<file path="config.mk">
export PLATFORM = sky130hd
export DESIGN_NAME = sos_cascade_sched_flat
export DESIGN_NICKNAME = d
export VERILOG_FILES = /design/src/rtl/sos_cascade_sched_if.sv /design/src/rtl/sos_cascade_sched.sv /design/src/flat_wrapper.sv
export SDC_FILE = /design/constraint.sdc
export NUM_CORES = 1
export LEC_CHECK = 0
export ABC_AREA = 1
export CORE_MARGIN = 8
export CORE_UTILIZATION = 35
export CTS_CLUSTER_SIZE = 28
export DETAILED_ROUTE_END_ITERATION = 10
export MAX_ROUTING_LAYER = met4
export SYNTH_ARGS = -nofsm -noshare
export SYNTH_HDL_FRONTEND = slang
export SYNTH_SLANG_ARGS = --single-unit
</file>
<file path="constraint.sdc">
create_clock -name clk -period 3.1 [get_ports clk]
set_clock_uncertainty 0.05 [all_clocks]
set_input_delay 0.31 -clock clk [delete_from_list [all_inputs] [get_ports clk]]
set_output_delay 0.31 -clock clk [all_outputs]
set_load 0.1 [all_outputs]
</file>
<file path="src/rtl/sos_cascade_sched_if.sv">
// Handshake, config and shared-multiplier bundle for the SOS cascade scheduler.
// Latency: n/a (wiring only).
// Backpressure: in_valid/in_ready on the sample path; the multiplier path has none.
interface sos_cascade_sched_if #(
    parameter int DW = 24,
    parameter int AW = 6
) ();
    logic          in_valid;
    logic          in_ready;
    logic [DW-1:0] in_data;
    logic          out_valid;
    logic [DW-1:0] out_data;
    logic          cfg_we;
    logic [AW-1:0] cfg_addr;
    logic [DW-1:0] cfg_wdata;
    logic          cfg_err;
    logic          clr_state;
    logic          busy;
    logic [DW-1:0] mul_a;
    logic [DW-1:0] mul_b;
    logic          mul_vin;
    logic [DW-1:0] mul_p;
    logic          mul_vout;

    // master: the environment (sample source, config host, multiplier)
    modport master (
        output in_valid, in_data, cfg_we, cfg_addr, cfg_wdata, clr_state, mul_p, mul_vout,
        input  in_ready, out_valid, out_data, cfg_err, busy, mul_a, mul_b, mul_vin
    );

    modport slave (
        input  in_valid, in_data, cfg_we, cfg_addr, cfg_wdata, clr_state, mul_p, mul_vout,
        output in_ready, out_valid, out_data, cfg_err, busy, mul_a, mul_b, mul_vin
    );
endinterface

</file>
<file path="src/rtl/sos_cascade_sched.sv">
// Cascade of NUM_SEC biquads time-multiplexed onto one external pipelined multiplier.
// Latency: out_valid NUM_SEC*(L+7)+1 cycles after the accepting edge (L = multiplier latency).
// Backpressure: in_ready low for the whole sample; cfg writes while busy are rejected with cfg_err.
module sos_cascade_sched #(
    parameter int NUM_SEC = 2,
    parameter int DW      = 24,
    parameter int AW      = 6
) (
    input  logic              clk,
    input  logic              rst_n,
    sos_cascade_sched_if.slave bus
);

    localparam int NC  = 5 * NUM_SEC;
    localparam int CW  = $clog2(NC);
    localparam int SW  = (NUM_SEC > 1) ? $clog2(NUM_SEC) : 1;
    localparam int ACW = DW + 3;

    localparam logic signed [ACW-1:0] SAT_MAX = {4'b0000, {(DW-1){1'b1}}};
    localparam logic signed [ACW-1:0] SAT_MIN = {4'b1111, {(DW-1){1'b0}}};

    typedef enum logic [2:0] {IDLE, ISSUE, DRAIN, WB, DONE} state_t;

    state_t                 state;
    logic [SW-1:0]          sec;
    logic [CW-1:0]          cbase;
    logic [2:0]             kis;
    logic [2:0]             rcnt;
    logic signed [DW-1:0]   xcur;
    logic signed [ACW-1:0]  acc;

    logic signed [DW-1:0]   coef [NC];
    logic signed [DW-1:0]   x1   [NUM_SEC];
    logic signed [DW-1:0]   x2   [NUM_SEC];
    logic signed [DW-1:0]   y1   [NUM_SEC];
    logic signed [DW-1:0]   y2   [NUM_SEC];

    logic [CW-1:0]          cidx;
    logic signed [DW-1:0]   op_b;
    logic signed [ACW-1:0]  p_ext;
    logic signed [ACW-1:0]  acc_nxt;
    logic signed [DW-1:0]   y_sat;
    logic                   cfg_bad;
    logic                   last_sec;
    logic                   ret_ok;
    logic                   drained;

    assign cidx     = cbase + CW'(kis);
    assign p_ext    = {{3{bus.mul_p[DW-1]}}, bus.mul_p};
    // feed-forward taps add, feedback taps subtract; the return count picks which
    assign acc_nxt  = (rcnt < 3'd3) ? (acc + p_ext) : (acc - p_ext);
    assign cfg_bad  = (bus.cfg_addr >= AW'(NC));
    assign last_sec = (sec == SW'(NUM_SEC - 1));
    assign ret_ok   = bus.mul_vout && ((state == ISSUE) || (state == DRAIN));
    assign drained  = (rcnt == 3'd5) || (bus.mul_vout && (rcnt == 3'd4));

    always_comb begin
        op_b = xcur;
        case (kis)
            3'd0:    op_b = xcur;
            3'd1:    op_b = x1[sec];
            3'd2:    op_b = x2[sec];
            3'd3:    op_b = y1[sec];
            default: op_b = y2[sec];
        endcase
    end

    always_comb begin
        y_sat = acc[DW-1:0];
        if (acc > SAT_MAX) begin
            y_sat = {1'b0, {(DW-1){1'b1}}};
        end else if (acc < SAT_MIN) begin
            y_sat = {1'b1, {(DW-1){1'b0}}};
        end
    end

    always_ff @(posedge clk or negedge rst_n) begin
        if (!rst_n) begin
            state         <= IDLE;
            sec           <= '0;
            cbase         <= '0;
            kis           <= '0;
            rcnt          <= '0;
            xcur          <= '0;
            acc           <= '0;
            bus.in_ready  <= 1'b0;
            bus.busy      <= 1'b0;
            bus.out_valid <= 1'b0;
            bus.out_data  <= '0;
            bus.cfg_err   <= 1'b0;
            bus.mul_vin   <= 1'b0;
            bus.mul_a     <= '0;
            bus.mul_b     <= '0;
            for (int i = 0; i < NC; i++) begin
                coef[i] <= '0;
            end
            for (int s = 0; s < NUM_SEC; s++) begin
                x1[s] <= '0;
                x2[s] <= '0;
                y1[s] <= '0;
                y2[s] <= '0;
            end
        end else begin
            bus.out_valid <= 1'b0;
            bus.cfg_err   <= 1'b0;

            if (bus.cfg_we) begin
                if ((state != IDLE) || cfg_bad) begin
                    bus.cfg_err <= 1'b1;
                end else begin
                    coef[bus.cfg_addr[CW-1:0]] <= bus.cfg_wdata;
                end
            end

            // products may land while the tail of ISSUE is still running
            if (ret_ok) begin
                acc  <= acc_nxt;
                rcnt <= rcnt + 3'd1;
            end

            case (state)
                IDLE: begin
                    bus.in_ready <= 1'b1;
                    bus.busy     <= 1'b0;
                    bus.mul_vin  <= 1'b0;
                    if (bus.clr_state) begin
                        for (int s = 0; s < NUM_SEC; s++) begin
                            x1[s] <= '0;
                            x2[s] <= '0;
                            y1[s] <= '0;
                            y2[s] <= '0;
                        end
                    end
                    if (bus.in_valid) begin
                        xcur         <= bus.in_data;
                        sec          <= '0;
                        cbase        <= '0;
                        kis          <= '0;
                        state        <= ISSUE;
                        bus.in_ready <= 1'b0;
                        bus.busy     <= 1'b1;
                    end
                end

                ISSUE: begin
                    bus.mul_vin <= 1'b1;
                    bus.mul_a   <= coef[cidx];
                    bus.mul_b   <= op_b;
                    kis         <= kis + 3'd1;
                    if (kis == 3'd4) begin
                        state <= DRAIN;
                    end
                end

                DRAIN: begin
                    bus.mul_vin <= 1'b0;
                    if (drained) begin
                        state <= WB;
                    end
                end

                WB: begin
                    acc     <= '0;
                    rcnt    <= '0;
                    kis     <= '0;
                    x2[sec] <= x1[sec];
                    x1[sec] <= xcur;
                    y2[sec] <= y1[sec];
                    y1[sec] <= y_sat;
                    xcur    <= y_sat;
                    if (last_sec) begin
                        state <= DONE;
                    end else begin
                        sec   <= sec + SW'(1);
                        cbase <= cbase + CW'(5);
                        state <= ISSUE;
                    end
                end

                DONE: begin
                    bus.out_valid <= 1'b1;
                    bus.out_data  <= xcur;
                    bus.in_ready  <= 1'b1;
                    bus.busy      <= 1'b0;
                    state         <= IDLE;
                end

                default: begin
                    state <= IDLE;
                end
            endcase
        end
    end

endmodule

</file>
<file path="src/flat_wrapper.sv">
// flat-port wrapper written by rule: the top's interface ports become plain ports
module sos_cascade_sched_flat 
#(
    parameter int NUM_SEC = 2,
    parameter int DW      = 24,
    parameter int AW      = 6
)
  (clk, rst_n, bus_in_valid, bus_in_data, bus_cfg_we, bus_cfg_addr, bus_cfg_wdata, bus_clr_state, bus_mul_p, bus_mul_vout, bus_in_ready, bus_out_valid, bus_out_data, bus_cfg_err, bus_busy, bus_mul_a, bus_mul_b, bus_mul_vin);
  sos_cascade_sched_if #(.DW(DW), .AW(AW)) bus_i ();
  input  logic clk;
  input  logic rst_n;
  input wire logic [$bits(bus_i.in_valid)-1:0] bus_in_valid;
  input wire logic [$bits(bus_i.in_data)-1:0] bus_in_data;
  input wire logic [$bits(bus_i.cfg_we)-1:0] bus_cfg_we;
  input wire logic [$bits(bus_i.cfg_addr)-1:0] bus_cfg_addr;
  input wire logic [$bits(bus_i.cfg_wdata)-1:0] bus_cfg_wdata;
  input wire logic [$bits(bus_i.clr_state)-1:0] bus_clr_state;
  input wire logic [$bits(bus_i.mul_p)-1:0] bus_mul_p;
  input wire logic [$bits(bus_i.mul_vout)-1:0] bus_mul_vout;
  output wire logic [$bits(bus_i.in_ready)-1:0] bus_in_ready;
  output wire logic [$bits(bus_i.out_valid)-1:0] bus_out_valid;
  output wire logic [$bits(bus_i.out_data)-1:0] bus_out_data;
  output wire logic [$bits(bus_i.cfg_err)-1:0] bus_cfg_err;
  output wire logic [$bits(bus_i.busy)-1:0] bus_busy;
  output wire logic [$bits(bus_i.mul_a)-1:0] bus_mul_a;
  output wire logic [$bits(bus_i.mul_b)-1:0] bus_mul_b;
  output wire logic [$bits(bus_i.mul_vin)-1:0] bus_mul_vin;
  assign bus_i.in_valid = bus_in_valid;
  assign bus_i.in_data = bus_in_data;
  assign bus_i.cfg_we = bus_cfg_we;
  assign bus_i.cfg_addr = bus_cfg_addr;
  assign bus_i.cfg_wdata = bus_cfg_wdata;
  assign bus_i.clr_state = bus_clr_state;
  assign bus_i.mul_p = bus_mul_p;
  assign bus_i.mul_vout = bus_mul_vout;
  assign bus_in_ready = bus_i.in_ready;
  assign bus_out_valid = bus_i.out_valid;
  assign bus_out_data = bus_i.out_data;
  assign bus_cfg_err = bus_i.cfg_err;
  assign bus_busy = bus_i.busy;
  assign bus_mul_a = bus_i.mul_a;
  assign bus_mul_b = bus_i.mul_b;
  assign bus_mul_vin = bus_i.mul_vin;
  sos_cascade_sched #(.NUM_SEC(NUM_SEC), .DW(DW), .AW(AW)) u_core (.clk(clk), .rst_n(rst_n), .bus(bus_i));
endmodule
</file>
# Yosys cells after proc, flatten, opt, wreduce, memory -nomap -nowiden
# Cells that the tools add are included.
dict set report word_totals {
  reg_bits 574
  inputBits 84
  elab_cells 150
}
dict set report op_classes {
  n_addsub 7
  magnitude_cmp 9
  n_eq_ne 15
  mux 60
  n_bitwise 4
  n_reduce_logical 22
}
# op n
set op_table {}
lappend op_table {{$mux W24} 19}
lappend op_table {{$pmux W48 S2} 4}
lappend op_table {{$bwmux W240} 1}
lappend op_table {{$bwmux W48} 4}
lappend op_table {{$bmux W24 S4} 1}
lappend op_table {{$demux W24 S4} 1}
lappend op_table {{$pmux W24 S4} 1}
lappend op_table {{$mux W27} 3}
lappend op_table {{$mux W48} 1}
lappend op_table {{$pmux W24 S2} 1}
lappend op_table {{$add A27 B24 Y27} 1}
lappend op_table {{$gt A27 B24 Y1 const B} 1}
lappend op_table {{$lt A27 B24 Y1 const B} 1}
lappend op_table {{$sub A27 B24 Y27} 1}
lappend op_table {{$demux W24 S1} 1}
lappend op_table {{$mux W3} 7}
lappend op_table {{$eq A3 B2 Y1 const B} 4}
lappend op_table {{$eq A3 B3 Y1 const B} 4}
lappend op_table {{$pmux W3 S4} 1}
lappend op_table {{$ge A5 B5 Y1 const B} 2}
lappend op_table {{$not A4 Y5} 2}
lappend op_table {{$pmux W3 S3} 1}
lappend op_table {{$mux W4} 2}
lappend op_table {{$ne A2 B2 Y1 const B} 4}
lappend op_table {{24 further kinds} 49}

# Longest topological paths before layout
# Gate-level depths: netlist of run 1.
dict set report depth {
  word_depth 7
  mapped_depth 23
  mapped_depth_nobuf 23
}

# Worst setup path after synthesis of run 1
# OpenSTA, ideal clock, no wires.
dict set report synth_timing {
  path_kind {register to register}
  from {reg u_core.rcnt[0]}
  to {reg u_core.acc[26]}
  setup_time_ps 118
  t_arrival_ps 2652
  t_required_ps 2932
  setup_slack_ps 280
  path_stages_with_launch 18
  cell_sequence {dfrtp_1 > a21oi_1 > inv_1 > clkbuf_1 > a21oi_1 > xor2_1 > inv_1 > ha_1 > a21oi_1 > nand2_1 > nand2_1 > nand3_1 > nand2_1 > inv_1 > nor2_1 > nand2_1 > nand3_1 > nand2_1}
}
dict set report synth_via {
  elab_chain_cells 4
}
# element line
set synth_lines {}
lappend synth_lines {{from (decl)} sos_cascade_sched.sv:28} ;# logic [2:0] rcnt;
lappend synth_lines {{from (signal assigned)} sos_cascade_sched.sv:118} ;# rcnt <= rcnt + 3'd1;
lappend synth_lines {{$lt A3 B2 Y1} sos_cascade_sched.sv:51} ;# assign acc_nxt = (rcnt < 3'd3) ? (acc + p_ext) : (acc - p_ext);
lappend synth_lines {{$mux W27} sos_cascade_sched.sv:51}
lappend synth_lines {{$mux W27} sos_cascade_sched.sv:116} ;# if (ret_ok) begin
lappend synth_lines {{$mux W27} sos_cascade_sched.sv:121} ;# case (state)
lappend synth_lines {{to (signal assigned)} sos_cascade_sched.sv:117} ;# acc <= acc_nxt;
lappend synth_lines {{to (decl)} sos_cascade_sched.sv:30} ;# logic signed [ACW-1:0] acc;
# Every way passes these cells. The select of a mux whose other input is x is not followed.
# A chain may end at the register's enable or synchronous reset.

# Worst setup path after layout of run 1
dict set report layout_timing {
  from {reg u_core.rcnt[0]}
  to {reg u_core.acc[19]}
}
# The elaborated chain is that of the path after synthesis.

==> run_results.csv, run 1 <==
group,metric,value,unit
run_status,outcome,"finished clean",
floorplan,core_region_area,78700,um2
pwr,powerDensity,1190,nW/um2
setup_path,max_stage_delay,440,ps
timing,worst_slack,152,ps
cts,cts_num_sinks,574,
synth,synth_adder_area_share,1.91,%
synth,synth_compound_area_share,21.1,%
synth,ys_seq_area_share,51.8,%
setup_path,critPathLaunchType,"flop",
global_routing,antenna_found_initial,1,
setup_path,path_delay_family,"buffers and inverters",
synth,synth_top_family_by_area,"compound AO/OA/AOI/OAI gates",
place,dpl_cell_area,31100,um2
drt,totalWireLength,86.1,mm
synth,synth_fp_nets,3513,
timing,maxSlewViolCount,0,
synth,synthSimpleGateAreaFrac,15.3,%
global_routing,grt_max_degree,121,
drt,ant_nets,0,
setup_path,path_class,"flop to flop",
finish,diodes,0,
synth,synthCells,3388,
timing,fin_crit,2950,ps
finish,synthToLayoutAreaGrowth,20.7,%
floorplan,dieHeight,297,um
setup_path,cp-end-kind,"flop",
place,post-dp-hpwl,57.0,mm
cts,htreeDepth,2,
global_routing,grt_overflow,0,
timing,rsz0062_at_grt,"true",
synth,synth_xor_area_share,0.944,%
cts,clk_pin_slew_worst_paths,60,ps
timing,clock.fmax,339,MHz
worst_hold_path,hold_path_depth,3,
setup_path,crit_slowest_cell,"dfrtp_2",
pwr,power,39.7,mW
flow_run,drv_cap,0,
synth,syn_area,27700,um2
pwr,leakage,15.5,nW
synth,synth_enable_flop_cells,0,
worst_hold_path,hold_path_class,"primary input to flop",
cts,clk_root_buffer_cell,"clkbuf_16",
finish,drive_above_1_share,11.6,%
timing,min_period_over_period,95.1,%
timing,worst_pin_slew,1000,ps
cts,cts.path.max_buffers,3,
setup_path,cpMostUsedCell,"nand2_1",
worst_hold_path,hold_start,"bus_cfg_we",
cts,cts_inserted_buffers,60,
global_routing,grt_pass1_wl,136,mm
pwr,peakVddDrop,0.677,mV
drt,viasPerCell,5.13,
floorplan,die_area,88400,um2
synth,synthMuxAreaShare,0,%
setup_path,ff2ff_setup_slack,150,ps
setup_path,cp_cell_sequence,"a21oi_2 -> buf_6 -> clkinvlp_4 -> buf_4 -> o21ai_1 -> xnor2_1 -> ha_1 -> buf_4 -> nand2_1 -> nand2_1 -> a21oi_1 -> inv_1 -> a21oi_1 -> nand4_1 -> nand3_1 -> nand2_1",
finish,final_cell_area,33500,um2
timing,setup_violations,0,
finish,finalNetCount,3697,
setup_path,worstPathArrival,3420,ps
cts,clock_latency,640,ps
drt,wl_per_cell,18.4,um
setup_path,cp_num_buf_inv,5,
synth,ys_types,38,
setup_path,worstRegToRegCells,16,
drt,first_pass_iters,7,
place,portBuffers,160,
setup_path,r2r-start,"u_core.rcnt[0]$_DFFE_PN0P_",
synth,synthFlopType,"dfrtp_1",
floorplan,io_pins,161,
synth,syn_avg_cell_area,8.18,um2
global_routing,gr-usage-all-layers,19.5,%
floorplan,fp.dieW,297,um
global_routing,grt_pass1_vias,23396,
timing,max_slew_margin,33.3,%
synth,async_flop_share,100,%
synth,ys_ff_latch,574,
cts,cts_tree,"done",
floorplan,num_rows,103,
timing,final-hold-violation-count,0,
drt,drc,0,
setup_path,worstReg2RegEnd,"u_core.acc[19]$_DFFE_PN0P_",
setup_path,cp.required,3570,ps
floorplan,initial_utilization,35.2,%
finish,num-fill-cells,7876,
place,gp_congestion,0.880,
drt,vias,23957,
setup_path,cp_max_fo,8,
place,pre_cts_ws,-280,ps
drt,drt_iter0_markers,2271,
synth,yosysWarnings,0,
worst_hold_path,hold_end,"u_core.bus.cfg_err$_DFF_PN0_",
-- layer usage --
| metal | up-vias | routed length [um] | GRT usage [%] |
|---|---|---|---|
| met5 | - | 0 | - |
| met4 | 0 | 2500 | 6.17 |
| met3 | 149 | 5100 | 3.54 |
| met2 | 654 | 38400 | 29.4 |
| met1 | 11516 | 40100 | 26.7 |
| li1 | 11638 | - | - |
-- state kept, by name, indices dropped and copies added, names as in the netlist, 3 cells and up --
signal and count:
u_core.bus.out_data 24, u_core.xcur 24, u_core.x1 48, u_core.cbase 4, u_core.rcnt 3, u_core.acc 27, u_core.coef 240, u_core.y1 48
u_core.x2 48, u_core.y2 48, u_core.state 3, u_core.kis 3, u_core.bus.mul_a 24, u_core.bus.mul_b 24
-- cells in the mapped netlist, types with 15 or more instances --
library cell | instances | share of area, %
nor2_1 | 228 | 3.1
o21ai_0 | 570 | 10
buf_2 | 53 | 0.96
ha_1 | 39 | 1.8
o22ai_1 | 248 | 5.6
a21oi_1 | 130 | 2.3
dfrtp_1 | 574 | 52
clkbuf_1 | 133 | 1.8
o211ai_1 | 22 | 0.60
nand3_1 | 74 | 1.3
xor2_1 | 19 | 0.60
o221ai_1 | 24 | 0.76
nand2_1 | 743 | 10
inv_1 | 388 | 5.3
buf_6 | 15 | 0.61
o21ai_1 | 25 | 0.45
-- stage by stage --
| stage | cells | utilization (%) | TNS, ps | hold WS (ps) |
|---|---|---|---|---|
| 2_1_floorplan | 3388 | - | 0 | -35.6 |
| 3_3_place_gp | 4557 | 39.4 | -2710 | 272 |
| 3_5_place_dp | 4557 | 39.4 | -3600 | 279 |
| 4_1_cts | 4668 | 42.2 | 0 | 155 |
| 5_1_grt | 4670 | 42.5 | -190 | 207 |
| 6_report | 4670 | 42.5 | 0 | 198 |
-- cells in the final DEF, fill, tap and decap left out, types with 14 or more instances in the layout --
cell type          n
a21oi_1          119
buf_12            20
buf_4            222
clkbuf_1          14
clkbuf_16         61
clkbuf_8          20
clkdlybuf4s50_1   85
dfrtp_1          572
ha_1              32
inv_1            386
nand2_1          732
nand2_2           14
nand3_1           70
nor2_1           215
o211ai_1          22
o21ai_0          561
o21ai_1           33
o221ai_1          24
o22ai_1          248
xor2_1            18
-- repair_timing --
item	CTS	global route
pin swaps	0	6
setup endpoints to repair	2	22
hold buffers	1	0
resized for setup	2	60
endpoints found under the hold margin	53	0
setup buffers	0	2
-- how the worst max path moves through the flow --
stage | from | end | slack (ps) | depth (start not counted)
floorplan | u_core.rcnt[0]$_DFFE_PN0P_ | u_core.acc[26]$_DFFE_PN0P_ | 280 | 17
global placement | bus_mul_p[1] | u_core.acc[17]$_DFFE_PN0P_ | -230 | 21
detailed placement | bus_mul_p[1] | u_core.acc[25]$_DFFE_PN0P_ | -280 | 20
CTS | u_core.rcnt[0]$_DFFE_PN0P_ | u_core.acc[11]$_DFFE_PN0P_ | 20 | 14
global route | u_core.rcnt[0]$_DFFE_PN0P_ | u_core.acc[19]$_DFFE_PN0P_ | -60 | 16
finish | u_core.rcnt[0]$_DFFE_PN0P_ | u_core.acc[19]$_DFFE_PN0P_ | 150 | 16
-- cell families (layout without fill, tap and decap cells) --
kind of cell	count (synthesis)	in the layout
flops	574	574
compound gates	1057	1057
xor+xnor	29	29
buf+inv	610	842
fa+ha+maj	41	41
simple gates	1077	1077
-- tightest hold or removal path: cells and delay by family --
kind / cells / cell delay [ps]
buffers and inverters: 2 / 490
and+or+nand+nor: 1 / 40
-- layout make-up --
type	count	area (um2)	share of cell area (%)
multi-input cells	2204	11100	33.3
flip-flops and latches	574	14400	42.9
clock buffers	95	1850	5.54
well taps	1050	1310	3.93
repair buffers	331	2970	8.86
inverters	401	1510	4.52
clock inverters	15	307	0.916
-- where the power goes --
group | leakage [nW] | internal (mW) | switching (mW)
clock | 1.05 | 4.68 | 3.09
sequential | 7.72 | 9.32 | 1.13
combinational | 6.72 | 6.49 | 15.0
Note: power is estimated with default switching activity, not from simulation.
==> run 2, diff against run 1 <==
Settings changed: CORE_UTILIZATION 35 to 55, CTS_BUF_LIST set to sky130_fd_sc_hd__clkbuf_8, PLACE_DENSITY set to 0.74.
==> run 2 against run 1 <==
Against the previous run:
- cell count decreased by 6.6%
- core utilization up 23 points
- fmax up 2.2%
- highest routed layer unchanged
- via count is 4.6% higher
- total power fell by 3.1%
- register-to-register slack improved by 60 ps
- clock power down 11%
- final area decreased by 2.3%
- flip-flop and latch count unchanged
- worst hold slack worse by 50 ps
- clock-buffer cell count up 28
==> run_results.csv, run 2 (synthesized netlist as in run 1, its figures left out) <==
group,metric,value,unit
finish,regArea,14400,um2
setup_path,path_class,"flop to flop",
floorplan,die_area,57800,um2
drt,wl_per_cell,19.0,um
global_routing,grt_max_degree,121,
setup_path,cp_max_fo,12,
finish,finalNetCount,3737,
pwr,powerDensity,1180,nW/um2
timing,rsz0062_at_grt,"false",
run_status,outcome,"finished clean",
pwr,clockPowerShare,17.9,%
finish,synthToLayoutAreaGrowth,17.9,%
global_routing,antenna_found_initial,0,
floorplan,num_rows,82,
timing,maxSlewViolCount,0,
finish,multi_input_comb_area,11000,um2
floorplan,initial_utilization,55.5,%
finish,num-fill-cells,4222,
timing,min_period_over_period,93.1,%
global_routing,gr-usage-all-layers,29.4,%
global_routing,grt_pass1_wl,132,mm
setup_path,ff2ff_setup_slack,210,ps
setup_path,worstRegToRegCells,14,
pwr,leakage,15.6,nW
finish,top_register,"u_core.coef",
floorplan,dieHeight,240,um
pwr,peakVddDrop,1.00,mV
drt,vias,25070,
timing,setup_violations,0,
place,dp.cells,4186,
setup_path,crit_end,"u_core.acc[7]$_DFFE_PN0P_",
drt,first_pass_iters,5,
place,gp_congestion,0.929,
drt,totalWireLength,82.9,mm
floorplan,io_pins,161,
place,post-dp-hpwl,54.3,mm
cts,cts_inserted_buffers,95,
cts,cts.path.max_buffers,3,
place,portBuffers,160,
drt,viasPerCell,5.75,
setup_path,worstReg2RegEnd,"u_core.acc[7]$_DFFE_PN0P_",
setup_path,r2r-start,"u_core.rcnt[1]$_DFFE_PN0P_",
setup_path,crit_path_start,"u_core.rcnt[1]$_DFFE_PN0P_",
worst_hold_path,hold_path_class,"primary input to async pin",
global_routing,grt_pass1_vias,24456,
finish,final_common_cell,"nand2_1",
timing,clock.fmax,347,MHz
drt,ant_nets,0,
finish,diodes,0,
setup_path,critPathLaunchType,"flop",
timing,final-hold-violation-count,0,
floorplan,core_region_area,50000,um2
timing,max_slew_margin,33.3,%
timing,worst_slack,214,ps
cts,clock_latency,700,ps
setup_path,cp-end-kind,"flop",
finish,largest_reg_flops,240,
cts,htreeDepth,3,
cts,cts_tree,"done",
finish,drive_above_1_share,11.2,%
drt,drt_iter0_markers,2694,
finish,mostFrequentLayoutCells,"741 x nand2_1, 572 x dfrtp_1, 570 x o21ai_0",
cts,clk_pin_slew_worst_paths,60,ps
finish,fin_cells,4363,
pwr,pwr-share-comb,54.9,%
floorplan,fp.dieW,240,um
drt,drc,0,
cts,cts_num_sinks,574,
pwr,power,38.5,mW
setup_path,cp.required,3600,ps
pwr,p_sw_share,49.6,%
timing,fin_crit,2890,ps
pwr,p_switching,19.1,mW
pwr,p_seq_share,27.2,%
cts,clk_root_buffer_cell,"clkbuf_8",
global_routing,grt_overflow,0,
place,pre_cts_ws,-330,ps
timing,worst_pin_slew,998,ps
setup_path,worstPathArrival,3390,ps
pwr,p_int,19.4,mW
flow_run,drv_cap,0,
==> run 2: cell types whose count changed in the layout (fill, tap and decap cells not counted), moves of 10 or more <==
cell,change
clkbuf_1,-14
clkbuf_16,-61
clkbuf_8,+103
clkdlybuf4s50_1,+10
inv_1,+36
nor2_1,+10
==> run 2: final cells by class <==
cell class                 instances  area share, %
clock buffer                     123           5.18
sequential                       574           44.0
tap                              672           2.57
inverter                         401           4.61
clock inverter                    53          0.957
multi-input combinational       2204           33.5
timing repair buffer             336           9.21
==> run 2: how the worst min path moves through the flow <==
stage                from                             end  slack (ps)
2_1_floorplan       rst_n       u_core.acc[0]$_DFFE_PN0P_         -40
3_3_place_gp        rst_n  u_core.bus.out_valid$_DFF_PN0_         290
3_5_place_dp        rst_n  u_core.bus.out_valid$_DFF_PN0_         290
4_1_cts        bus_cfg_we    u_core.bus.cfg_err$_DFF_PN0_         100
5_1_grt        bus_cfg_we    u_core.bus.cfg_err$_DFF_PN0_         170
6_report            rst_n  u_core.bus.out_valid$_DFF_PN0_         150
==> run 2: timing repair <==
| item | in CTS | in global routing |
|---|---|---|
| hold buffers | 1 | 0 |
| endpoints found under the setup margin | 9 | 14 |
| pin swaps | 0 | 0 |
| gates cloned | 0 | 0 |
| buffers inserted | 0 | 0 |
| gates resized for setup | 2 | 4 |
| endpoints found under the hold margin | 69 | 0 |
==> run 2: worst max-delay path, cell delays in order, from the launching register on <==
cell     delay, ps
dfrtp_1        430
a21oi_4        220
inv_2          150
a21oi_1        180
xor2_1         160
inv_1           90
ha_1           320
buf_4          120
nand2_1        100
nor2_1         230
nand2_1         90
nand2_1        230
a21oi_1        100
o21ai_0        140
o21ai_0        140
==> run 2: power groups by stage <==
| stage | clock [mW] | sequential, mW | combinational (mW) |
|---|---|---|---|
| 2_1_floorplan | 0 | 13.4 | 10.7 |
| 3_3_place_gp | 0 | 10.5 | 20.5 |
| 3_5_place_dp | 0 | 10.5 | 20.8 |
| 4_1_cts | 6.98 | 10.4 | 20.9 |
| 5_1_grt | 7.32 | 10.6 | 22.9 |
| 6_report | 6.90 | 10.5 | 21.1 |
==> run 2: through the flow <==
step	utilization (%)	instance area [um2]	hold WS, ps	TNS (ps)
floorplan	-	27700	-35.6	0
global placement	61.3	30600	288	-3070
detailed placement	61.3	30600	285	-3870
CTS	65.4	32700	103	0
global route	65.4	32700	174	0
finish	65.4	32700	148	0
==> run 2: per-layer routing <==
| metal | up-vias | GRT usage [%] | part of all wire [%] |
|---|---|---|---|
| met2 | 1137 | 46.0 | 46 |
| met5 | - | - | 0 |
| met4 | 0 | 9.52 | 2.5 |
| met3 | 166 | 4.87 | 8.4 |
| li1 | 11727 | - | - |
| met1 | 12040 | 39.1 | 43 |
